## config.mk

```make
export PLATFORM = sky130hd
export DESIGN_NAME = bram_wr_arb
export DESIGN_NICKNAME = d
export VERILOG_FILES = /design/src/rtl/bram_wr_arb_pkg.sv /design/src/rtl/bram_wr_arb_rr_arb2.sv /design/src/rtl/bram_wr_arb.sv
export SDC_FILE = /design/constraint.sdc
export NUM_CORES = 1
export LEC_CHECK = 0
export ABC_AREA = 1
export CELL_PAD_IN_SITES_DETAIL_PLACEMENT = 0
export CELL_PAD_IN_SITES_GLOBAL_PLACEMENT = 1
export CORE_ASPECT_RATIO = 0.5
export CORE_UTILIZATION = 34
export DETAILED_ROUTE_END_ITERATION = 10
export HOLD_SLACK_MARGIN = 0.02
export PLACE_DENSITY = 0.82
export SYNTH_ARGS = -nofsm -noshare
export SYNTH_HDL_FRONTEND = slang
export SYNTH_SLANG_ARGS = --single-unit
export TNS_END_PERCENT = 5
```

## constraint.sdc

```tcl
create_clock -name clk -period 3.7 [get_ports clk]
set_input_delay 0.74 -clock clk [delete_from_list [all_inputs] [get_ports clk]]
set_output_delay 0.74 -clock clk [all_outputs]
set_load 0.01 [all_outputs]
```

## src/rtl/bram_wr_arb_pkg.sv

```systemverilog
// Shared types and helpers for the BRAM write-port arbiter and its
// reusable two-way round-robin grant block.
package bram_wr_arb_pkg;

    localparam int NUM_PORTS = 2;

    typedef enum logic {
        PORT0 = 1'b0,
        PORT1 = 1'b1
    } port_t;

    // On a tie the port that did not win last time gets the grant.
    function automatic logic [1:0] rr_pick(input logic [1:0] elig, input port_t last);
        logic [1:0] gnt;
        gnt = elig;
        if (elig == 2'b11) begin
            gnt = (last == PORT1) ? 2'b01 : 2'b10;
        end
        return gnt;
    endfunction

endpackage

```

## src/rtl/bram_wr_arb_rr_arb2.sv

```systemverilog
// Two-way round-robin grant with its last-winner register; the grant is
// combinational from the eligibility inputs and only qualified by en.
module rr_arb2
    import bram_wr_arb_pkg::*;
(
    input  logic       clk,
    input  logic       rst_n,
    input  logic       en,
    input  logic [1:0] elig,
    output logic [1:0] gnt
);

    port_t last_gnt_reg;

    assign gnt = en ? rr_pick(elig, last_gnt_reg) : 2'b00;

    always_ff @(posedge clk) begin
        if (!rst_n) begin
            last_gnt_reg <= PORT1;
        end else if (gnt[0]) begin
            last_gnt_reg <= PORT0;
        end else if (gnt[1]) begin
            last_gnt_reg <= PORT1;
        end
    end

endmodule

```

## src/rtl/bram_wr_arb.sv

```systemverilog
// Shares the BRAM write port between two req/ack requesters and runs a
// full-memory clear sweep on command; all write-port signals are registered.
module bram_wr_arb
    import bram_wr_arb_pkg::*;
#(
    parameter int addr_width = 8,
    parameter int data_width = 12
) (
    input  logic                  clk,
    input  logic                  rst_n,
    input  logic                  clr_start,
    input  logic [data_width-1:0] clr_data,
    output logic                  clr_busy,
    output logic                  clr_done,
    input  logic                  req0,
    input  logic [addr_width-1:0] addr0,
    input  logic [data_width-1:0] data0,
    output logic                  ack0,
    input  logic                  req1,
    input  logic [addr_width-1:0] addr1,
    input  logic [data_width-1:0] data1,
    output logic                  ack1,
    output logic                  we,
    output logic [addr_width-1:0] waddr,
    output logic [data_width-1:0] din
);

    typedef enum logic {
        IDLE  = 1'b0,
        CLEAR = 1'b1
    } state_t;

    localparam int cnt_width = addr_width + 1;

    state_t                  state_reg, state_next;
    logic [cnt_width-1:0]    cnt_reg, cnt_next;
    logic [data_width-1:0]   fill_reg, fill_next;
    logic                    we_reg, we_next;
    logic [addr_width-1:0]   waddr_reg, waddr_next;
    logic [data_width-1:0]   din_reg, din_next;
    logic [1:0]              ack_reg, ack_next;
    logic                    done_reg, done_next;

    logic [1:0]              req_vec;
    logic [1:0]              elig;
    logic [1:0]              gnt;
    logic                    arb_en;
    logic [addr_width-1:0]   addr_arr [NUM_PORTS];
    logic [data_width-1:0]   data_arr [NUM_PORTS];

    assign req_vec     = {req1, req0};
    assign addr_arr[0] = addr0;
    assign addr_arr[1] = addr1;
    assign data_arr[0] = data0;
    assign data_arr[1] = data1;

    // A port still showing its ack is not eligible, so a held request is
    // never written twice for one handshake.
    for (genvar gi = 0; gi < NUM_PORTS; gi++) begin : g_elig
        assign elig[gi] = req_vec[gi] & ~ack_reg[gi];
    end

    rr_arb2 u_rr_arb2 (
        .clk   (clk),
        .rst_n (rst_n),
        .en    (arb_en),
        .elig  (elig),
        .gnt   (gnt)
    );

    // cnt_reg holds the next address to clear; the address-0 write is issued
    // on the start edge itself, so the counter leaves that edge at 1 and the
    // MSB marks that the last address has already been written.
    always_comb begin
        state_next = state_reg;
        cnt_next   = cnt_reg;
        fill_next  = fill_reg;
        we_next    = 1'b0;
        waddr_next = waddr_reg;
        din_next   = din_reg;
        ack_next   = 2'b00;
        done_next  = 1'b0;
        arb_en     = 1'b0;

        case (state_reg)
            IDLE: begin
                if (clr_start) begin
                    state_next = CLEAR;
                    fill_next  = clr_data;
                    we_next    = 1'b1;
                    waddr_next = '0;
                    din_next   = clr_data;
                    cnt_next   = cnt_width'(1);
                end else begin
                    arb_en = 1'b1;
                end
            end
            CLEAR: begin
                if (cnt_reg[addr_width]) begin
                    state_next = IDLE;
                    cnt_next   = '0;
                    done_next  = 1'b1;
                    arb_en     = 1'b1;
                end else begin
                    we_next    = 1'b1;
                    waddr_next = cnt_reg[addr_width-1:0];
                    din_next   = fill_reg;
                    cnt_next   = cnt_reg + cnt_width'(1);
                end
            end
            default: begin
                state_next = IDLE;
            end
        endcase

        if (gnt != 2'b00) begin
            we_next    = 1'b1;
            ack_next   = gnt;
            waddr_next = gnt[1] ? addr_arr[1] : addr_arr[0];
            din_next   = gnt[1] ? data_arr[1] : data_arr[0];
        end
    end

    always_ff @(posedge clk) begin
        if (!rst_n) begin
            state_reg <= IDLE;
            cnt_reg   <= '0;
            fill_reg  <= '0;
            we_reg    <= 1'b0;
            waddr_reg <= '0;
            din_reg   <= '0;
            ack_reg   <= 2'b00;
            done_reg  <= 1'b0;
        end else begin
            state_reg <= state_next;
            cnt_reg   <= cnt_next;
            fill_reg  <= fill_next;
            we_reg    <= we_next;
            waddr_reg <= waddr_next;
            din_reg   <= din_next;
            ack_reg   <= ack_next;
            done_reg  <= done_next;
        end
    end

    assign we       = we_reg;
    assign waddr    = waddr_reg;
    assign din      = din_reg;
    assign ack0     = ack_reg[0];
    assign ack1     = ack_reg[1];
    assign clr_done = done_reg;
    assign clr_busy = (state_reg == CLEAR);

endmodule

```

==> results.md <==
* Tot GR Track Use at 19.2%
* Layout cells sized above 1 at 4.25%
* Clock Power Share at 33.0%
* Later-pin clock latency in the skew report at 280 ps
* Leak at 1.54 nW
* Nets at 506
* Largest net degree at the start of global routing at 36
* Post-CTS setup repair buffer count at 0
* Critical Path AT at 1830 ps
* Syn_area_per_cell at 6.64 µm²
* Yosys reg bits at 47
* CTS tree: done
* Final count of negative-setup-slack endpoints at 0
* Hold Violations, Final at 0
* Bufs on Longest Clock Path at 2
* Relative slew slack at 44.5%
* Placed insts at 533
* Final Skew at 4.60 ps
* HPWL after detailed placement at 5120 µm
* Routed met3 length at 308 µm
* Time the worst path needs with I/O delays and setup at 2570 ps
* Area of the die at 7730 µm²
* I/O Pins at 82
* 1st-pass router iterations at 5
* Core Footprint at 6880 µm²
* Hold WC Path Type: reg -> reg
* Total global routing overflow at 0
* Sequential share of power at 45.2%
* DR top layer: met4
* WL final at 6760 µm
* Post-CTS sizing at 0
* # clock sinks at 47
* Required time worst endpoint at 2960 ps
* Vias at 2555
* DR iter-0 viols at 178
* Synth cell types at 32
* Synth top area share at 37.6%
* Post-route DRC at 0
* Fin crit share at 69.5%
* Warnings from Yosys at 0
* Worst path max stage delay at 860 ps
* # fillers at 741
* Final Slew Violations at 0
* CTS Hold Bufs at 0
* Critical path class: reg -> out
* Maxcap violations at 0
* Vias in the first global route at 2520
* Min Hold Slack at 490 ps
* CTS buffer count at 5
* Syn Nets at 435
* Gate Count Post-Synth at 377
* Peak Freq at 0.389 GHz
* Total negative slack at 0 ps
* Sequential cell area at 941 µm²
* First-pass GRT wire length at 11600 µm
* Die H at 62.7 µm
* Row cnt at 21
* Root buf cell: clkbuf_16
* Power per Cell Area at 366 nW/µm²
* Largest delay share family, worst path: flip-flops
* Port bufs at 81
* Fin cells at 539
* Met2 WL post-DR at 3260 µm
* Dpl cell area at 3330 µm²
* Sw power at 0.339 mW
* Starting density of the core at 36.4%
* Synth top area cells: dfxtp_1, nand2_1, inv_1, o21ai_0, nand3_1
* Yosys top cell by area: dfxtp_1
* GPL Wtd Cong at 0.797
* Worst vdd ir at 183 µV
* Least-Margin Pin Slew at 832 ps
* Combinational cell fraction of total power at 21.8%
* Crit-path cells: clkdlybuf4s50_1
* # diodes at 0
* Synth Cell Area at 2500 µm²
* RSZ-0062 raised after global routing: false
* Status: completed
* CP Max Fanout at 27
* CP endpoint kind: primary output
* Post-route cell area at 3460 µm²
* CP startpoint kind: register
* Die X at 123 µm
* Buf+Inv Stages, Crit Path at 1
* Post-DR vias/cell at 4.74
* Post-synthesis sequential area ratio at 37.6%
* Area delta synth->final at 38.2%
* Worst path slowest cell: dfxtp_1
* Cell Int Power at 0.925 mW
* Initial antenna violation count at 0
* ANT nets after route at 0
* DR WL/cell at 12.5 µm
* Met1 Wirelength at 3140 µm
* Multi-input gate area at 1230 µm²
* CTS clk-pin slew, worst paths at 60 ps
* H-tree depth at 2
* Switch share at 26.8%
[metrics by stage]
step / power (mW) / setup slack [ps] / utilization [%]
after floorplan: 0.726 / 2010 / -
after global placement: 0.856 / 1120 / 48.4
after detailed placement: 0.861 / 1100 / 48.4
after CTS: 1.28 / 1080 / 50.2
after global routing: 1.34 / 977 / 50.2
final: 1.26 / 1130 / 50.2
[cell families (layout without fill, tap and decap cells)]
logic type               Yosys count  after routing  synth area share, %
AO/OA/AOI/OAI                     72             72                 16.4
AND/OR/NAND/NOR                  179            179                 32.1
flip-flops                        47             47                 37.6
multiplexers                       1              1                0.400
adder cells (fa/ha/maj)            1              1                0.500
buffers and inverters             77            147                 13.1
[layout by cell type, fill, tap and decap left out, types with 5 or more instances in the layout]
master           synthesis  final
nand2_1                107    107
clkdlybuf4s50_1          0     81
o21ai_0                 31     31
nand4_1                  7      7
a21oi_1                 19     19
dfxtp_1                 47     47
or2_0                    7      7
nor2_1                  19     19
o211ai_1                 7      7
clkbuf_16                0      5
nand3_1                 29     29
a211oi_1                 5      5
inv_1                   56     56
o21ai_1                  6      6
[synth_stat cells]
cell      count
o22ai_1       1
or2_2         1
ha_1          1
buf_2         7
buf_4         2
dfxtp_1      47
nor2_2        1
nand2_2       3
nand3_4       1
nand4_1       7
inv_2         3
buf_6         3
buf_1         2
nor3_1        1
o21ai_0      31
inv_1        56
or2_0         7
mux2i_1       1
a21oi_1      19
nand2_1     107
nand2_8       1
nand3_1      29
nor2_1       19
nor2_4        1
nand2_4       1
a221oi_1      1
o21ai_1       6
o21ai_4       1
clkbuf_1      4
a211oi_1      5
o211ai_1      7
o31ai_1       1
[power groups by stage]
stage | Sequential (mW) | Clock (mW) | Combinational, mW
floorplan | 0.583 | 0 | 0.143
global placement | 0.582 | 0 | 0.274
detailed placement | 0.582 | 0 | 0.278
CTS | 0.572 | 0.432 | 0.280
global route | 0.577 | 0.452 | 0.308
finish | 0.571 | 0.418 | 0.275
[routing by layer]
metal / vias up / global-route usage, %
met3: 5 / 4.29
met5: - / 0
met4: 0 / 5.72
li1: 1338 / -
met1: 1167 / 25.1
met2: 45 / 31.6
[path summary, 6_finish.rpt]
check / from / to / slack [ps] / depth (start not counted)
hold reg to reg: din[3]$_SDFFE_PN0P_ / din[3]$_SDFFE_PN0P_ / 490 / 2
setup reg to reg: clr_busy$_SDFF_PN0_ / waddr[4]$_SDFFE_PN0P_ / 1380 / 10
hold / removal: din[3]$_SDFFE_PN0P_ / din[3]$_SDFFE_PN0P_ / 490 / 2
setup / recovery: clr_busy$_SDFF_PN0_ / clr_busy / 1130 / 1
[cell type report]
class | count | share of cell area (%)
Multi-Input combinational cell | 253 | 35.7
Sequential cell | 47 | 27.2
Timing Repair Buffer | 82 | 23.7
Inverter | 59 | 6.40
Clock buffer | 6 | 3.73
Tap cell | 92 | 3.33
Note: power is estimated with default switching activity, not from simulation.
==> patch 1, RTL diff (same settings) <==
Make the reset (`rst_n`) asynchronous in 2 clocked blocks.
--- a/src/rtl/bram_wr_arb_rr_arb2.sv
+++ b/src/rtl/bram_wr_arb_rr_arb2.sv
@@ -14,7 +14,7 @@
 
     assign gnt = en ? rr_pick(elig, last_gnt_reg) : 2'b00;
 
-    always_ff @(posedge clk) begin
+    always_ff @(posedge clk or negedge rst_n) begin
         if (!rst_n) begin
             last_gnt_reg <= PORT1;
         end else if (gnt[0]) begin
--- a/src/rtl/bram_wr_arb.sv
+++ b/src/rtl/bram_wr_arb.sv
@@ -121,7 +121,7 @@
         end
     end
 
-    always_ff @(posedge clk) begin
+    always_ff @(posedge clk or negedge rst_n) begin
         if (!rst_n) begin
             state_reg <= IDLE;
             cnt_reg   <= '0;
Behaviour: differs if rst_n is asserted again (counterexample within 4 cycles, from zero or initial values and one cycle with rst_n low); with rst_n held inactive, the same outputs for 10 cycles.
==> patch 1 against the unedited design <==
- cell area up 3.7%
- first-iteration DRC count down 31%
- core utilization down 1.6 points
- synthesized area up 4.2%
- critical path depth unchanged
- sequential cell count unchanged
- setup slack better by 64 ps
- wire length down 2.7%
- synthesized cell count down 16%
- sequential share of layout area up 5.6 points
Power is not compared: it rests on default switching activity, and its combinational part moved more than twofold at a synthesized area within 25%.
==> patch 1: results (changes against the unedited design) <==
* Register area at 1177 um^2 (was 940.9 um^2)
* R2R Setup Slk at 1430 ps (was 1380 ps)
* Worst hold endpoint: din[7]$_DFFE_PN0P_ (was din[3]$_SDFFE_PN0P_)
* Global-route wire length before repair at 11200 um (was 11640 um)
* Sequential area share after synthesis at 0.4515 (was 0.3760)
* Share of layout cells above drive strength 1 at 0.08997 (was 0.04251)
* Initial DRC Count at 123 (was 178)
* Synth top area cells: dfrtp_1 (44%), nand2_1 (12%), mux2_2 (5.2%) (was dfxtp_1 (38%), nand2_1 (16%), inv_1 (8.4%))
* Clk_lat worst skew at 280 ps (about the same)
* Max incr delay on CP at 810 ps (was 860 ps)
* Worst Path Max Fanout at 18 (was 27)
* Nets@finish at 446 (was 506)
* LEAKAGE at between 1.5 and 2 nW
* Crit Path Class: reg -> out (unchanged)
* Cell Area, Placed at 3431 um^2 (was 3329 um^2)
* H-tree depth at 2 (unchanged)
* Worst slew pin tran at 1075 ps (was 831.7 ps)
* Largest net degree at the start of global routing at 48 (was 36)
* Worst setup path end: clr_busy (unchanged)
* Clock tree buffer depth at 2 (unchanged)
* Cell family with most CP delay: flip-flops (unchanged)
* CTS resizes at 0 (unchanged)
* Hold Path Cell Cnt at 2 (unchanged)
* Main synth FF type: dfrtp_1 (was dfxtp_1)
* Syn Nets at 373 (was 435)
* Final period util at 0.6776 (was 0.6949)
* WL final at 6584 um (was 6764 um)
* Syn Inst Count at 315 (was 377)
* Post-DP HPWL at 4837 um (was 5120 um)
* FF-to-FF End: waddr[4]$_DFFE_PN0P_ (was waddr[4]$_SDFFE_PN0P_)
* Via count at 2350 (was 2555)
* CP max-delay cell: dfrtp_1 (was dfxtp_1)
* Clock slew at reported path FFs at 60 ps (about the same)
* Fin Clk Skew at 3.770 ps (was 4.596 ps)
* Root Buffer: clkbuf_16 (unchanged)
* Placed cells at 477 (was 533)
* Outcome: finished clean (unchanged)
* Placement Setup Slack at 1088 ps (was 1101 ps)
* WP data arrival at 1770 ps (was 1830 ps)
* HP Start: din[7]$_DFFE_PN0P_ (was din[3]$_SDFFE_PN0P_)
* Min-Delay Path Class: reg -> reg (unchanged)
* Via/cell ratio at 4.845 (was 4.740)
* Drt pass-1 iters at 4 (was 5)
* Cell variety after synth at 31 (was 32)
* GRT Util Overall at 0.1733 (was 0.1924)
* Number of fillers in the final layout at 708 (was 741)
* R2r startpoint: clr_busy$_DFF_PN0_ (was clr_busy$_SDFF_PN0_)
* Post-CTS setup repair buffer count at 0 (unchanged)
* Ys async rst share at 1.000 (was 0)
* N_diodes at 0 (unchanged)
* Placer Congestion at 0.8083 (was 0.7968)
* Most instantiated cells after synthesis: nand2_1 (82), dfrtp_1 (46), nor2_1 (35), inv_1 (28), nand3_1 (26) (was nand2_1 (107), inv_1 (56), dfxtp_1 (47), o21ai_0 (31), nand3_1 (29))
* Reg2reg path depth at 8 (was 10)
[patch 1: cell count changes after synthesis, sizes merged, moves of 12 or more]
cell | unedited run | this run
a21oi | 19 | 5
dfrtp | 0 | 46
dfxtp | 47 | 0
inv | 59 | 30
mux2 | 0 | 12
nand2 | 112 | 89
nor2 | 21 | 36
o21ai | 38 | 20
[patch 1: stage by stage]
| stage | hold WS [ps] | total power, mW |
|---|---|---|
| floorplan | 444.4 | 1.150 |
| global placement | 470.8 | 1.457 |
| detailed placement | 467.7 | 1.475 |
| CTS | 483.8 | 1.952 |
| global route | 515.0 | 2.070 |
| finish | 478.8 | 1.933 |
[patch 1: metal layers]
layer / vias to the layer above / global-route usage / part of all wire
li1: 1180 / - / -
met1: 1116 / 0.2253 / 0.47
met2: 54 / 0.3069 / 0.49
met3: 0 / 0.03518 / 0.040
met4: 0 / 0.02259 / 0
met5: - / 0 / 0
[patch 1: power by group through the flow]
| stage | registers (mW) | clock network (mW) | logic, mW |
|---|---|---|---|
| global placement | 0.809 | 0 | 0.648 |
| detailed placement | 0.814 | 0 | 0.661 |
| global route | 0.831 | 0.510 | 0.729 |
| finish | 0.806 | 0.473 | 0.654 |
| floorplan | 0.821 | 0 | 0.329 |
| CTS | 0.805 | 0.483 | 0.663 |
[patch 1: cells by family after synthesis]
logic type | count (synthesis) | synth area share
AOI/OAI and AO/OA | 39 | 0.09694
xor gates and xnor gates | 1 | 0.003360
adders and majority gates | 1 | 0.004798
buffers and inverters | 46 | 0.08733
DFF | 47 | 0.4515
muxes | 12 | 0.05182
and+or+nand+nor | 169 | 0.3042
[patch 1: layout make-up]
class / instances / area share
multi-input cells: 222 / 0.3352
well taps: 96 / 0.03348
inverters: 30 / 0.03279
clock buffers: 8 / 0.04360
repair buffers: 82 / 0.2267
flip-flops and latches: 47 / 0.3282
==> patch 2, RTL diff (same flow settings) <==
Made on the original files. The parameter `addr_width` goes from 8 to 9.
--- a/src/rtl/bram_wr_arb.sv
+++ b/src/rtl/bram_wr_arb.sv
@@ -3,7 +3,7 @@
 module bram_wr_arb
     import bram_wr_arb_pkg::*;
 #(
-    parameter int addr_width = 8,
+    parameter int addr_width = 9,
     parameter int data_width = 12
 ) (
     input  logic                  clk,
Interface: changed (resized addr0, addr1 and waddr); port bits go from 82 to 85. The function was not compared with the original's and may differ.
==> patch 2 against the unedited design <==
- clock skew up 0.55 ps
- wire length up 7.3%
- synthesized area up 5.2%
- cell area grew 5.4%
- sequential cell count is 2 higher
- die area is 5.1% higher
- setup slack gained 200 ps
- non-clock buffer count rose by 5
- total power grew 4.6%
==> patch 2: results (changes against the unedited design) <==
* WL met3 at 280 um (was 308 um)
* Syn Nets at 458 (was 435)
* Wire length per cell at 12.76 um (was 12.55 um)
* Syn Inst Count at 398 (was 377)
* HP Start: din[8]$_SDFFE_PN0P_ (was din[3]$_SDFFE_PN0P_)
* Global-route wire length before repair at 12050 um (was 11640 um)
* VDD IR max at 0.1973 mV (was 0.1831 mV)
* Routed met2 length at 3213 um (was 3255 um)
* Reg2reg path depth at 8 (was 10)
* Port buffer count at 84 (was 81)
* Met1 usage at 0.2575 (was 0.2510)
* Fin Clk Skew at 5.142 ps (was 4.596 ps)
* Final period util at 0.6400 (was 0.6949)
* Vias in the first global route at 2550 (was 2520)
* Max incr delay on CP at 680 ps (was 860 ps)
* R2R Setup Slk at 1650 ps (was 1380 ps)
* Outcome: finished clean (unchanged)
* FF-to-FF End: din[4]$_SDFFE_PN0P_ (was waddr[4]$_SDFFE_PN0P_)
* Via count at 2674 (was 2555)
* Synth Area in Compound Gates at 0.1483 (was 0.1635)
* Number of fillers in the final layout at 765 (was 741)
* DRT met1 WL at 3655 um (was 3144 um)
* Yosys top cell area share at 0.3726 (was 0.3760)
* Worst Path Max Fanout at 15 (was 27)
* Largest net degree at the start of global routing at 33 (was 36)
* Met3 Use GR at 0.03769 (was 0.04288)
* Fin cells at 569 (was 539)
* Placement Setup Slack at 1146 ps (was 1101 ps)
* Placed cells at 563 (was 533)
* Share of layout cells above drive strength 1 at 0.05285 (was 0.04251)
* Worst hold endpoint: din[8]$_SDFFE_PN0P_ (was din[3]$_SDFFE_PN0P_)
* Nets@finish at 534 (was 506)
* LEAKAGE at 1.626 nW (was 1.539 nW)
-- patch 2: changes by cell type after synthesis, moves of 3 or more --
cell,change
a21oi_1,-4
nand4_1,+5
nand2_1,+4
o21ai_0,+3
or2_0,-6
clkbuf_1,+5
nor2_1,+12
nand3_1,+7
o21ai_1,-6
-- patch 2: area by class of cell --
type,count,area [um^2],share of cell area
clock buffer,5,125.1,0.03432
multi-input combinational,272,1330,0.3648
inverter,59,221.5,0.06074
tap,96,120.1,0.03294
clock inverter,1,5.005,0.001373
sequential,49,980.9,0.2690
timing repair buffer,87,863.3,0.2368
-- patch 2: stage by stage --
step | hold slack [ps] | area [um^2]
after floorplan | 454.8 | 2633
after global placement | 451.8 | 3516
final | 469.6 | 3646
after CTS | 469.7 | 3646
after global routing | 505.3 | 3646
after detailed placement | 450.0 | 3516
-- patch 2: power by group --
| part | switching, mW | internal, mW |
|---|---|---|
| clock | 0.190 | 0.242 |
| sequential | 0.0262 | 0.568 |
| combinational | 0.148 | 0.148 |
| total | 0.364 | 0.957 |
